**src/rtl/imem_loader_if.sv**
```systemverilog
// Byte-stream input and instruction-memory write port of the boot loader.
// The master modport is the loader's view; slave is the surrounding system.
interface imem_loader_if #(
    parameter int unsigned N = 14
);
    logic           rx_valid;
    logic [7:0]     rx_data;
    logic           rx_ready;
    logic           imem_we;
    logic [N-1:0]   imem_waddr;
    logic [31:0]    imem_wdata;

    modport master (
        input  rx_valid,
        input  rx_data,
        output rx_ready,
        output imem_we,
        output imem_waddr,
        output imem_wdata
    );

    modport slave (
        output rx_valid,
        output rx_data,
        input  rx_ready,
        input  imem_we,
        input  imem_waddr,
        input  imem_wdata
    );
endinterface

```
**src/rtl/imem_loader.sv**
```systemverilog
// Boot loader: reads a 4-byte little-endian word count, then streams
// little-endian instruction words into the instruction memory, stalling the core until done.
module imem_loader #(
    parameter int unsigned N       = 14,
    parameter int unsigned TIMEOUT = 1000000,
    parameter int unsigned TO_BITS = 20
) (
    input  logic               clk,
    input  logic               rst_n,
    input  logic               start,
    imem_loader_if.master      bus,
    output logic               core_stall,
    output logic               busy,
    output logic               done,
    output logic               err,
    output logic [N:0]         words_loaded
);
    typedef enum logic [2:0] {S_IDLE, S_HDR, S_DATA, S_DONE, S_ERR} state_t;

    localparam logic [32:0]        MAX_WORDS = 33'd1 << N;
    localparam bit                 TO_EN     = (TIMEOUT != 0);
    localparam logic [TO_BITS-1:0] TO_LAST   = TO_BITS'((TIMEOUT == 0) ? 0 : TIMEOUT - 1);

    state_t             r_state;
    state_t             w_next;
    logic [1:0]         r_bcnt;
    logic [31:0]        r_hdr;
    logic [TO_BITS-1:0] r_to;
    logic               r_we;
    logic [N-1:0]       r_waddr;
    logic [31:0]        r_wdata;
    logic [N:0]         r_words;

    logic               w_loading;
    logic               w_accept;
    logic               w_last_byte;
    logic               w_timeout;
    logic               w_final;
    logic [31:0]        w_hdr_full;

    assign w_loading   = (r_state == S_HDR) || (r_state == S_DATA);
    assign w_accept    = bus.rx_valid && w_loading;
    assign w_last_byte = (r_bcnt == 2'd3);
    assign w_hdr_full  = {bus.rx_data, r_hdr[31:8]};
    assign w_timeout   = TO_EN && (r_to == TO_LAST);
    assign w_final     = (({{(31-N){1'b0}}, r_words}) + 32'd1) == r_hdr;

    always_ff @(posedge clk) begin
        if (!rst_n) begin
            r_state <= S_IDLE;
        end else begin
            r_state <= w_next;
        end
    end

    // A byte arriving on the expiry cycle wins: timeout only fires without one.
    always_comb begin
        w_next = r_state;
        case (r_state)
            S_IDLE, S_DONE, S_ERR: begin
                if (start) begin
                    w_next = S_HDR;
                end
            end
            S_HDR: begin
                if (w_accept && w_last_byte) begin
                    if (w_hdr_full == 32'd0) begin
                        w_next = S_DONE;
                    end else if ({1'b0, w_hdr_full} > MAX_WORDS) begin
                        w_next = S_ERR;
                    end else begin
                        w_next = S_DATA;
                    end
                end else if (!w_accept && w_timeout) begin
                    w_next = S_ERR;
                end
            end
            S_DATA: begin
                if (w_accept && w_last_byte && w_final) begin
                    w_next = S_DONE;
                end else if (!w_accept && w_timeout) begin
                    w_next = S_ERR;
                end
            end
            default: w_next = S_IDLE;
        endcase
    end

    always_comb begin
        bus.rx_ready   = w_loading;
        busy           = w_loading;
        core_stall     = (r_state != S_DONE);
        done           = (r_state == S_DONE);
        err            = (r_state == S_ERR);
        bus.imem_we    = r_we;
        bus.imem_waddr = r_waddr;
        bus.imem_wdata = r_wdata;
        words_loaded   = r_words;
    end

    // imem_wdata doubles as the assembly register; the write address advances
    // on the pulse cycle so it still names the word being written.
    always_ff @(posedge clk) begin
        if (!rst_n) begin
            r_bcnt  <= '0;
            r_hdr   <= '0;
            r_to    <= '0;
            r_we    <= 1'b0;
            r_waddr <= '0;
            r_wdata <= '0;
            r_words <= '0;
        end else begin
            r_we <= 1'b0;
            case (r_state)
                S_IDLE, S_DONE, S_ERR: begin
                    if (start) begin
                        r_words <= '0;
                        r_bcnt  <= '0;
                        r_to    <= '0;
                    end
                end
                S_HDR: begin
                    if (w_accept) begin
                        r_hdr  <= w_hdr_full;
                        r_bcnt <= r_bcnt + 2'd1;
                        r_to   <= '0;
                        if (w_last_byte) begin
                            r_waddr <= '0;
                        end
                    end else if (TO_EN) begin
                        r_to <= r_to + 1'b1;
                    end
                end
                S_DATA: begin
                    if (r_we) begin
                        r_waddr <= r_waddr + 1'b1;
                    end
                    if (w_accept) begin
                        r_wdata[{r_bcnt, 3'b000} +: 8] <= bus.rx_data;
                        r_bcnt <= r_bcnt + 2'd1;
                        r_to   <= '0;
                        if (w_last_byte) begin
                            r_we    <= 1'b1;
                            r_words <= r_words + 1'b1;
                        end
                    end else if (TO_EN) begin
                        r_to <= r_to + 1'b1;
                    end
                end
                default: ;
            endcase
        end
    end
endmodule

```
**src/flat_wrapper.sv**
```systemverilog
// flat-port wrapper written by rule: the top's interface ports become plain ports
module imem_loader_flat 
#(
    parameter int unsigned N       = 14,
    parameter int unsigned TIMEOUT = 1000000,
    parameter int unsigned TO_BITS = 20
)
  (clk, rst_n, start, core_stall, busy, done, err, words_loaded, bus_rx_valid, bus_rx_data, bus_rx_ready, bus_imem_we, bus_imem_waddr, bus_imem_wdata);
  imem_loader_if #(.N(N)) bus_i ();
  input  logic clk;
  input  logic rst_n;
  input  logic start;
  output logic core_stall;
  output logic busy;
  output logic done;
  output logic err;
  output logic [N:0] words_loaded;
  input wire logic [$bits(bus_i.rx_valid)-1:0] bus_rx_valid;
  input wire logic [$bits(bus_i.rx_data)-1:0] bus_rx_data;
  output wire logic [$bits(bus_i.rx_ready)-1:0] bus_rx_ready;
  output wire logic [$bits(bus_i.imem_we)-1:0] bus_imem_we;
  output wire logic [$bits(bus_i.imem_waddr)-1:0] bus_imem_waddr;
  output wire logic [$bits(bus_i.imem_wdata)-1:0] bus_imem_wdata;
  assign bus_i.rx_valid = bus_rx_valid;
  assign bus_i.rx_data = bus_rx_data;
  assign bus_rx_ready = bus_i.rx_ready;
  assign bus_imem_we = bus_i.imem_we;
  assign bus_imem_waddr = bus_i.imem_waddr;
  assign bus_imem_wdata = bus_i.imem_wdata;
  imem_loader #(.N(N), .TIMEOUT(TIMEOUT), .TO_BITS(TO_BITS)) u_core (.clk(clk), .rst_n(rst_n), .start(start), .bus(bus_i), .core_stall(core_stall), .busy(busy), .done(done), .err(err), .words_loaded(words_loaded));
endmodule
```
**config.mk**
```make
export PLATFORM = sky130hd
export DESIGN_NAME = imem_loader_flat
export DESIGN_NICKNAME = d
export VERILOG_FILES = /design/src/rtl/imem_loader_if.sv /design/src/rtl/imem_loader.sv /design/src/flat_wrapper.sv
export SDC_FILE = /design/constraint.sdc
export NUM_CORES = 1
export LEC_CHECK = 0
export ABC_AREA = 1
export BUFFER_PORTS_ARGS = -buffer_cell sky130_fd_sc_hd__buf_2
export CAP_MARGIN = 20
export CORE_ASPECT_RATIO = 0.9
export CORE_UTILIZATION = 50
export DETAILED_ROUTE_END_ITERATION = 7
export PLACE_DENSITY = 0.71
export RECOVER_POWER = 100
export REMOVE_ABC_BUFFERS = 1
export SYNTH_ARGS = -nofsm -noshare
export SYNTH_HDL_FRONTEND = slang
export SYNTH_SLANG_ARGS = --single-unit
export TNS_END_PERCENT = 5
```
**constraint.sdc**
```tcl
create_clock -name clk -period 5.1 [get_ports clk]
set_input_delay 0.255 -clock clk [delete_from_list [all_inputs] [get_ports clk]]
set_output_delay 0.255 -clock clk [all_outputs]
set_load 0.01 [all_outputs]
```
==> results.md, run 1 <==
* Outcome: finished, violations left
* Failing checks: max-capacitance violations, max-slew violations
* Clk pwr share at 52.6%
* Max-slew violation count at 43
* GR Util met1 at 34.2%
* Hold Vio Cnt, Final at 0
* Most frequent cells in the layout: nand2_1, dfxtp_1, inv_1, a21oi_1, nor2_1
* Die X at 116 µm
* CTS root buf: clkbuf_16
* Switching pwr at 586 µW
* CTS Hold Bufs at 0
* # fillers at 1136
* Leak Pwr at 0.00262 µW
* Sequential share of power at 40.5%
* Drt via density at 5.24
* Placed cells at 1051
* Die Span Y at 105 µm
* Busiest grt layer: met2
* TritonCTS buffer count at 17
* Gp weighted congestion at 0.830
* Crit path kind: reg2reg
* Layout Nets at 935
* Synth Warn # at 0
* Max clock buf depth at 2
* WP data arrival at 3.59 ns
* Initial antenna violation count at 0
* Syn_area_per_cell at 6.96 µm²
* Ys async rst share at 0%
* Crit-path slowest cell: clkbuf_1
* Top FF cell, synth: dfxtp_1
* Sequential share of the synthesized area at 40.7%
* GRT Residual Overflow at 0
* Sink Count at 119
* Post-route DRC at 0
* DR vias at 5674
* RSZ-0062 raised after global routing: false
* Global-route met2 utilization at 36.6%
* Final Critical Period at 3.31 ns
* DIE AREA at 12100 µm²
* Final period util at 64.8%
* Post-CTS Resized at 0
* Setup crit start kind: register
* Pwr/cell area at 353 nW/µm²
* Min-delay src: bus_rx_data[0]
* Share of cells above drive strength 1 at 7.23%
* Setup crit end: u_core.bus.imem_waddr[8]
* H-tree Lvls at 4
* Final WL at 14.2 mm
* R2r endpoint: u_core.bus.imem_waddr[8]
* Worst reg-to-reg setup slack at 1.79 ns
* CTS tree: yes
* Worst path max stage delay at 1.12 ns
* Min-Delay Path Class: in2reg
* Fin cells at 1083
* DP Wirelength at 9.75 mm
* Skew-Pair Late Insertion Delay at 0.41 ns
* Final setup vio count at 0
* Core box area at 11400 µm²
* Slew HR at -2.34%
* Post-CTS Setup Repair Bufs at 0
* Cells after Synth at 840
* Final ANT Viol Nets at 0
* WL per Instance at 13.1 µm
* Setup_tns at 0 ns
* Number of synthesized flops with an enable pin at 0
* CTS clk-pin slew, worst paths at 0.06 ns
* Slew @ Worst Pin at 1.54 ns
* Flops & latches, synth at 119
* First-pass GRT wire length at 23.7 mm
* Largest net degree at the start of global routing at 53
* Total track usage at 24.3%
* Gate power share at 7.0%
* TritonRoute pass-1 iters at 5
* Netlist cell types at 43
* Commonest non-fill, non-tap cell in the layout: nand2_1
* FMAX at 303 MHz
* Critical Path RT at 5.39 ns
* Max FO, Critical Path at 42
* Cell mode on critical path: inv_1
* Reg2Reg Depth at 10
* Post-Synthesis Cell Area at 5850 µm²
* I/O pin cnt at 79
* Worst path cell trace: inv_1 -> nor2_4 -> nand2_4 -> nor2_1 -> clkbuf_1 -> inv_2 -> o21ai_2 -> inv_1 -> o21ai_0 -> a31oi_1
* M3 GR Usage at 6.03%
* Final Skew at 0.00566 ns
* DRT iter0 DRCs at 462
* N_diodes at 0
* Initial core utilization at 51.1%
* Core Rows at 37
* IO Port Bufs at 78
* CP endpoint kind: register
* Internal power at 1820 µW
* Max-cap viol count at 1
* Vias in the first global route at 4961
* Switching Share at 24.3%
* Peak VDD IR at 0.000214 V
* CP startpoint: u_core.r_state[0]
* Area grow syn2layout at 16.6%
* Reg2Reg Launch Point: u_core.r_state[0]
-- sequential cells by signal, summed over array words and instances, names as in the netlist --
register               cells
u_core.bus.imem_we         1
u_core.words_loaded       15
u_core.r_to               20
u_core.r_bcnt              2
u_core.r_state             3
u_core.bus.imem_waddr     14
u_core.r_hdr              32
u_core.bus.imem_wdata     32
-- routing by layer --
metal	part of all wire (%)	vias to the layer above	wire [µm]
li1	-	2943	-
met1	50	2571	7060
met2	44	142	6220
met3	5.3	18	759
met4	1.1	0	155
met5	0	-	0
-- final cells by class --
type	count	area (µm²)	area share [%]
multi-input cells	590	2890	42.4
flip-flops and latches	119	2380	34.9
clock buffers	17	425	6.24
inverters	106	398	5.84
repair buffers	80	320	4.70
clock inverters	15	203	2.97
well taps	156	195	2.86
-- logic make-up (layout without fill, tap and decap cells) --
family,after synthesis,count (layout),share of synthesized area [%]
buf+inv,131,218,8.49
flops,119,119,40.7
compound gates,171,171,15.5
xor+xnor,3,3,0.449
simple gates,407,407,32.9
fa+ha+maj,9,9,1.93
-- critical path: cells and delay by family, from the launching register on --
family	cells	cell delay, ns
flops	1	0.36
compound gates	3	0.60
buf+inv	4	1.90
simple gates	3	0.30
-- stage by stage --
stage | util [%] | total power, µW | hold slack [ns] | area, µm² | worst slack, ns
after floorplan | - | 1110 | 0.353 | 5750 | 2.21
after global placement | 55.6 | 1160 | 0.451 | 6350 | 2.88
after detailed placement | 55.6 | 1170 | 0.456 | 6350 | 2.81
after CTS | 61.0 | 2430 | 0.182 | 6980 | 2.80
after global routing | 59.6 | 2500 | 0.209 | 6820 | 1.43
final | 59.6 | 2410 | 0.185 | 6820 | 1.79
-- Yosys cell counts, types with 2 or more instances --
library cell,instances,share of area (%)
clkbuf_1,22,1.4
nor3_1,28,2.4
o21ai_0,51,4.4
or3_1,4,0.43
nand2_2,4,0.43
dfxtp_1,119,41
ha_1,9,1.9
nand3b_1,2,0.26
or4_1,9,1.2
nand2_4,4,0.77
nor2_1,95,6.1
a31oi_1,3,0.32
nand3_1,52,4.5
o21a_1,6,0.77
nor2_2,3,0.32
o21ai_2,2,0.30
inv_2,3,0.19
nor2_4,5,0.96
o21bai_1,2,0.26
nand4_1,21,2.2
nand2_1,162,10
xor2_1,2,0.30
nor4_1,6,0.64
nand3_2,2,0.34
a211oi_1,2,0.26
or2_2,4,0.43
o21ai_1,2,0.17
nand3_4,3,0.90
a21oi_1,98,8.4
inv_1,102,6.5
-- power groups by stage --
| stage | logic, µW | registers, µW | clock network (µW) |
|---|---|---|---|
| 3_3_place_gp | 170 | 994 | 0 |
| 6_report | 168 | 975 | 1270 |
| 3_5_place_dp | 171 | 995 | 0 |
| 4_1_cts | 173 | 975 | 1280 |
| 5_1_grt | 192 | 978 | 1330 |
| 2_1_floorplan | 121 | 989 | 0 |
-- worst min path at each step --
stage                     depth (start not counted)                        end  slack [ns]
final                                             3           u_core.r_hdr[24]        0.19
after global routing                              3           u_core.r_hdr[24]        0.21
after CTS                                         3           u_core.r_hdr[24]        0.18
after detailed placement                          2  u_core.bus.imem_wdata[13]        0.46
after global placement                            2  u_core.bus.imem_wdata[12]        0.45
after floorplan                                   2          u_core.r_state[1]        0.35
Note: power is estimated with default switching activity, not from simulation.
==> run 2, diff against run 1 <==
ABC_AREA = 0   (was 1)
PLACE_DENSITY = 0.74   (was 0.71)
clock period = 2.75 ns   (was 5.1 ns; I/O delays follow)
==> run 2 against run 1 <==
  * The flow now finishes without violations
  * Clock power increased by 89%
  * Utilization is 1.9 points higher
  * Sequential power increased by 79%
==> results.md, run 2 <==
* Largest family of logic cells by synthesized area: simple AND/OR/NAND/NOR gates
* Sequential share of the synthesized area at 41.1% (+0.37 points)
* CTS root buf: clkbuf_16
* H-tree Lvls at 4 (unchanged)
* Crit path kind: reg2reg
* Die Span Y at 104 µm (-0.44%)
* Synth Warn # at 0 (unchanged)
* Leak Pwr at 0.00239 µW (-8.9%)
* Worst path cell trace: nor4bb_1 -> clkbuf_1 -> and2_0 -> nand3_1 -> a21boi_0
* DR vias at 5166 (-9.0%)
* Ys async rst share at 0% (unchanged)
* Initial core utilization at 52.5% (+1.4 points)
* Vias in the first global route at 4991 (+0.60%)
* Reg2Reg Launch Point: u_core.r_state[1]
* Final Skew at 0.00745 ns (+0.00179 ns)
* CP endpoint kind: register
* Top FF cell, synth: dfxtp_1
* CP startpoint: u_core.r_state[1]
* Max-cap viol count at 0 (-1)
* Total track usage at 24.5% (+0.17 points)
* Number of synthesized flops with an enable pin at 0 (unchanged)
* CP bufs+invs at 1 (-3)
* Most common cell in the netlist: nand2_1
* Min-delay src: bus_rx_data[0]
* Gp weighted congestion at 0.887 (+6.8%)
* Initial antenna violation count at 0 (unchanged)
* Overall Power at 4310 µW (+79%)
* Final WL at 14.1 mm (-0.86%)
* Adder-Cell Fraction of Synth Area at 1.94% (+0.017 points)
* Outcome: complete, no violations
* Hold Vio Cnt, Final at 0 (unchanged)
* Slew @ Worst Pin at 0.687 ns (-0.849 ns)
* Sink Count at 119 (unchanged)
* Most frequent cells in the layout: nand2_1, dfxtp_1, clkbuf_1, a21boi_0, nand3_1
* Post-CTS Setup Repair Bufs at 0 (unchanged)
* Post-synth top area share at 41.1% (+0.37 points)
* Complex-gate fraction of the synthesized area at 15.0% (-0.46 points)
* WL per Instance at 14.9 µm (+14%)
* CTS tree: yes
* Post-CTS Resized at 0 (unchanged)
* Worst reg-to-reg setup slack at 0.36 ns (-1.44 ns)
* Worst path max stage delay at 0.55 ns (-0.57 ns)
* Final period util at 87.0% (+22 points)
* Die X at 115 µm (-0.44%)
* Area grow syn2layout at 17.2%
* Syn_area_per_cell at 8.20 µm² (+18%)
* Pwr/cell area at 634 nW/µm² (+79%)
* FMAX at 418 MHz (+38%)
* Synth area leaders: dfxtp_1, a21boi_0, nand2_1
* Drt via density at 5.48 (+4.7%)
* Skew-Pair Late Insertion Delay at 0.41 ns (about the same)
* GRT Residual Overflow at 0 (unchanged)
* DIE AREA at 12000 µm² (-0.89%)
* Peak VDD IR at 0.000395 V (+85%)
* Setup_tns at 0 ns (unchanged)
* Critical Path RT at 3.07 ns (-2.32 ns)
* Post-route DRC at 0 (unchanged)
* Max clock buf depth at 2 (unchanged)
* Synth Area in XOR/XNOR at 8.16% (+7.7 points)
* Critical path's top delay family: simple AND/OR/NAND/NOR gates
* TritonCTS buffer count at 17 (unchanged)
* Final setup vio count at 0 (unchanged)
* Crit-path slowest cell: dfxtp_1
* Simple-Gate Fraction of Synth Area at 29.4% (-3.5 points)
* Layout Nets at 799 (-15%)
* Final Critical Period at 2.39 ns (-0.912 ns)
* I/O pin cnt at 79 (unchanged)
* Core box area at 11000 µm² (-3.5%)
* First-pass GRT wire length at 23.4 mm (-1.1%)
* DRT iter0 DRCs at 403 (-13%)
* Setup crit start kind: register
* Final ANT Viol Nets at 0 (unchanged)
* TritonRoute pass-1 iters at 7 (+2)
* Cells after Synth at 707 (-16%)
* Min-Delay Path Class: in2reg
* Core Rows at 36 (-2.7%)
* WP data arrival at 2.71 ns (-0.88 ns)
* Max FO, Critical Path at 13 (-69%)
* RSZ-0062 raised after global routing: false
* Max-slew violation count at 0 (-100%)
* Netlist cell types at 55 (+28%)
* DP Wirelength at 9.63 mm (-1.2%)
* N_diodes at 0 (unchanged)
* Share of cells above drive strength 1 at 6.96% (-0.27 points)
* Top cells by count, synth: nand2_1, dfxtp_1, a21boi_0, nand3_1, nor2_1
* Synth area leader: dfxtp_1
* Slew HR at 53.9% (+56 points)
* CTS clk-pin slew, worst paths at 0.05 ns (about the same)
* Final hold slack at 0.0315 ns (-0.154 ns)
* Mux cell area share after synthesis at 0.173% (+0.17 points)
* Post-Synthesis Cell Area at 5800 µm² (-0.90%)
* CTS Hold Bufs at 0 (unchanged)
* Commonest non-fill, non-tap cell in the layout: nand2_1
* Flops & latches, synth at 119 (unchanged)
* IO Port Bufs at 78 (unchanged)
* Largest net degree at the start of global routing at 34 (-36%)
run 2: cell types whose count changed after synthesis, sizes merged, moves of 36 or more:
cell | before | now
a21oi | 98 | 18
nor2 | 103 | 52
inv | 105 | 11
nand2 | 170 | 134
a21boi | 0 | 68
o21ai | 55 | 18
run 2: cells by family (layout without fill, tap and decap cells):
logic type               count (synthesis)  in the layout
AND/OR/NAND/NOR                        349            349
AO/OA/AOI/OAI                          126            126
flip-flops                             119            119
XOR/XNOR                                54             54
buffers and inverters                   49            132
adder cells (fa/ha/maj)                  9              9
multiplexers                             1              1
run 2: layer usage:
metal  vias up  part of all wire [%]  global-route usage, %
met5         -                     0                      0
met4         0                   1.7                   10.1
met3        25                   6.7                   6.53
met2       182                    46                   39.1
met1      2394                    45                   31.0
li1       2565                     -                      -
run 2: power by group:
part	total [µW]	leakage [µW]	internal, µW	switching, µW
Sequential	1750	0.000959	1740	11.5
Clock	2400	0.000303	1650	755
Combinational	156	0.00113	51.2	105
Total	4310	0.00239	3430	872
run 2: metrics by stage:
step	cell area [µm²]	util, %	setup slack (ns)	cells
floorplan	5590	-	0.264	669
detailed placement	6260	56.7	0.410	910
CTS	6890	62.5	0.379	941
finish	6790	61.6	0.356	942
global placement	6260	56.7	0.516	910
global route	6790	61.6	0.215	942
run 2: final timing paths:
check	end	cells after the start
worst max-delay path	u_core.bus.imem_wdata[28]	5
worst min-delay path	u_core.r_hdr[24]	3
worst max register to register	u_core.bus.imem_wdata[28]	5
worst min register to register	u_core.bus.imem_wdata[29]	2
run 2: area by class of cell:
type | instances | area, µm²
well taps | 152 | 190
repair buffers | 90 | 380
multi-input cells | 539 | 3160
fillers | 994 | 4240
inverters | 11 | 41.3
clock buffers | 23 | 468
clock inverters | 8 | 170
flip-flops and latches | 119 | 2380
run 2: worst reg2reg max path, stage by stage, from the launching register on:
cell,delay [ns]
dfxtp_1,0.55
nor4bb_1,0.54
clkbuf_1,0.43
and2_0,0.41
nand3_1,0.13
a21boi_0,0.24
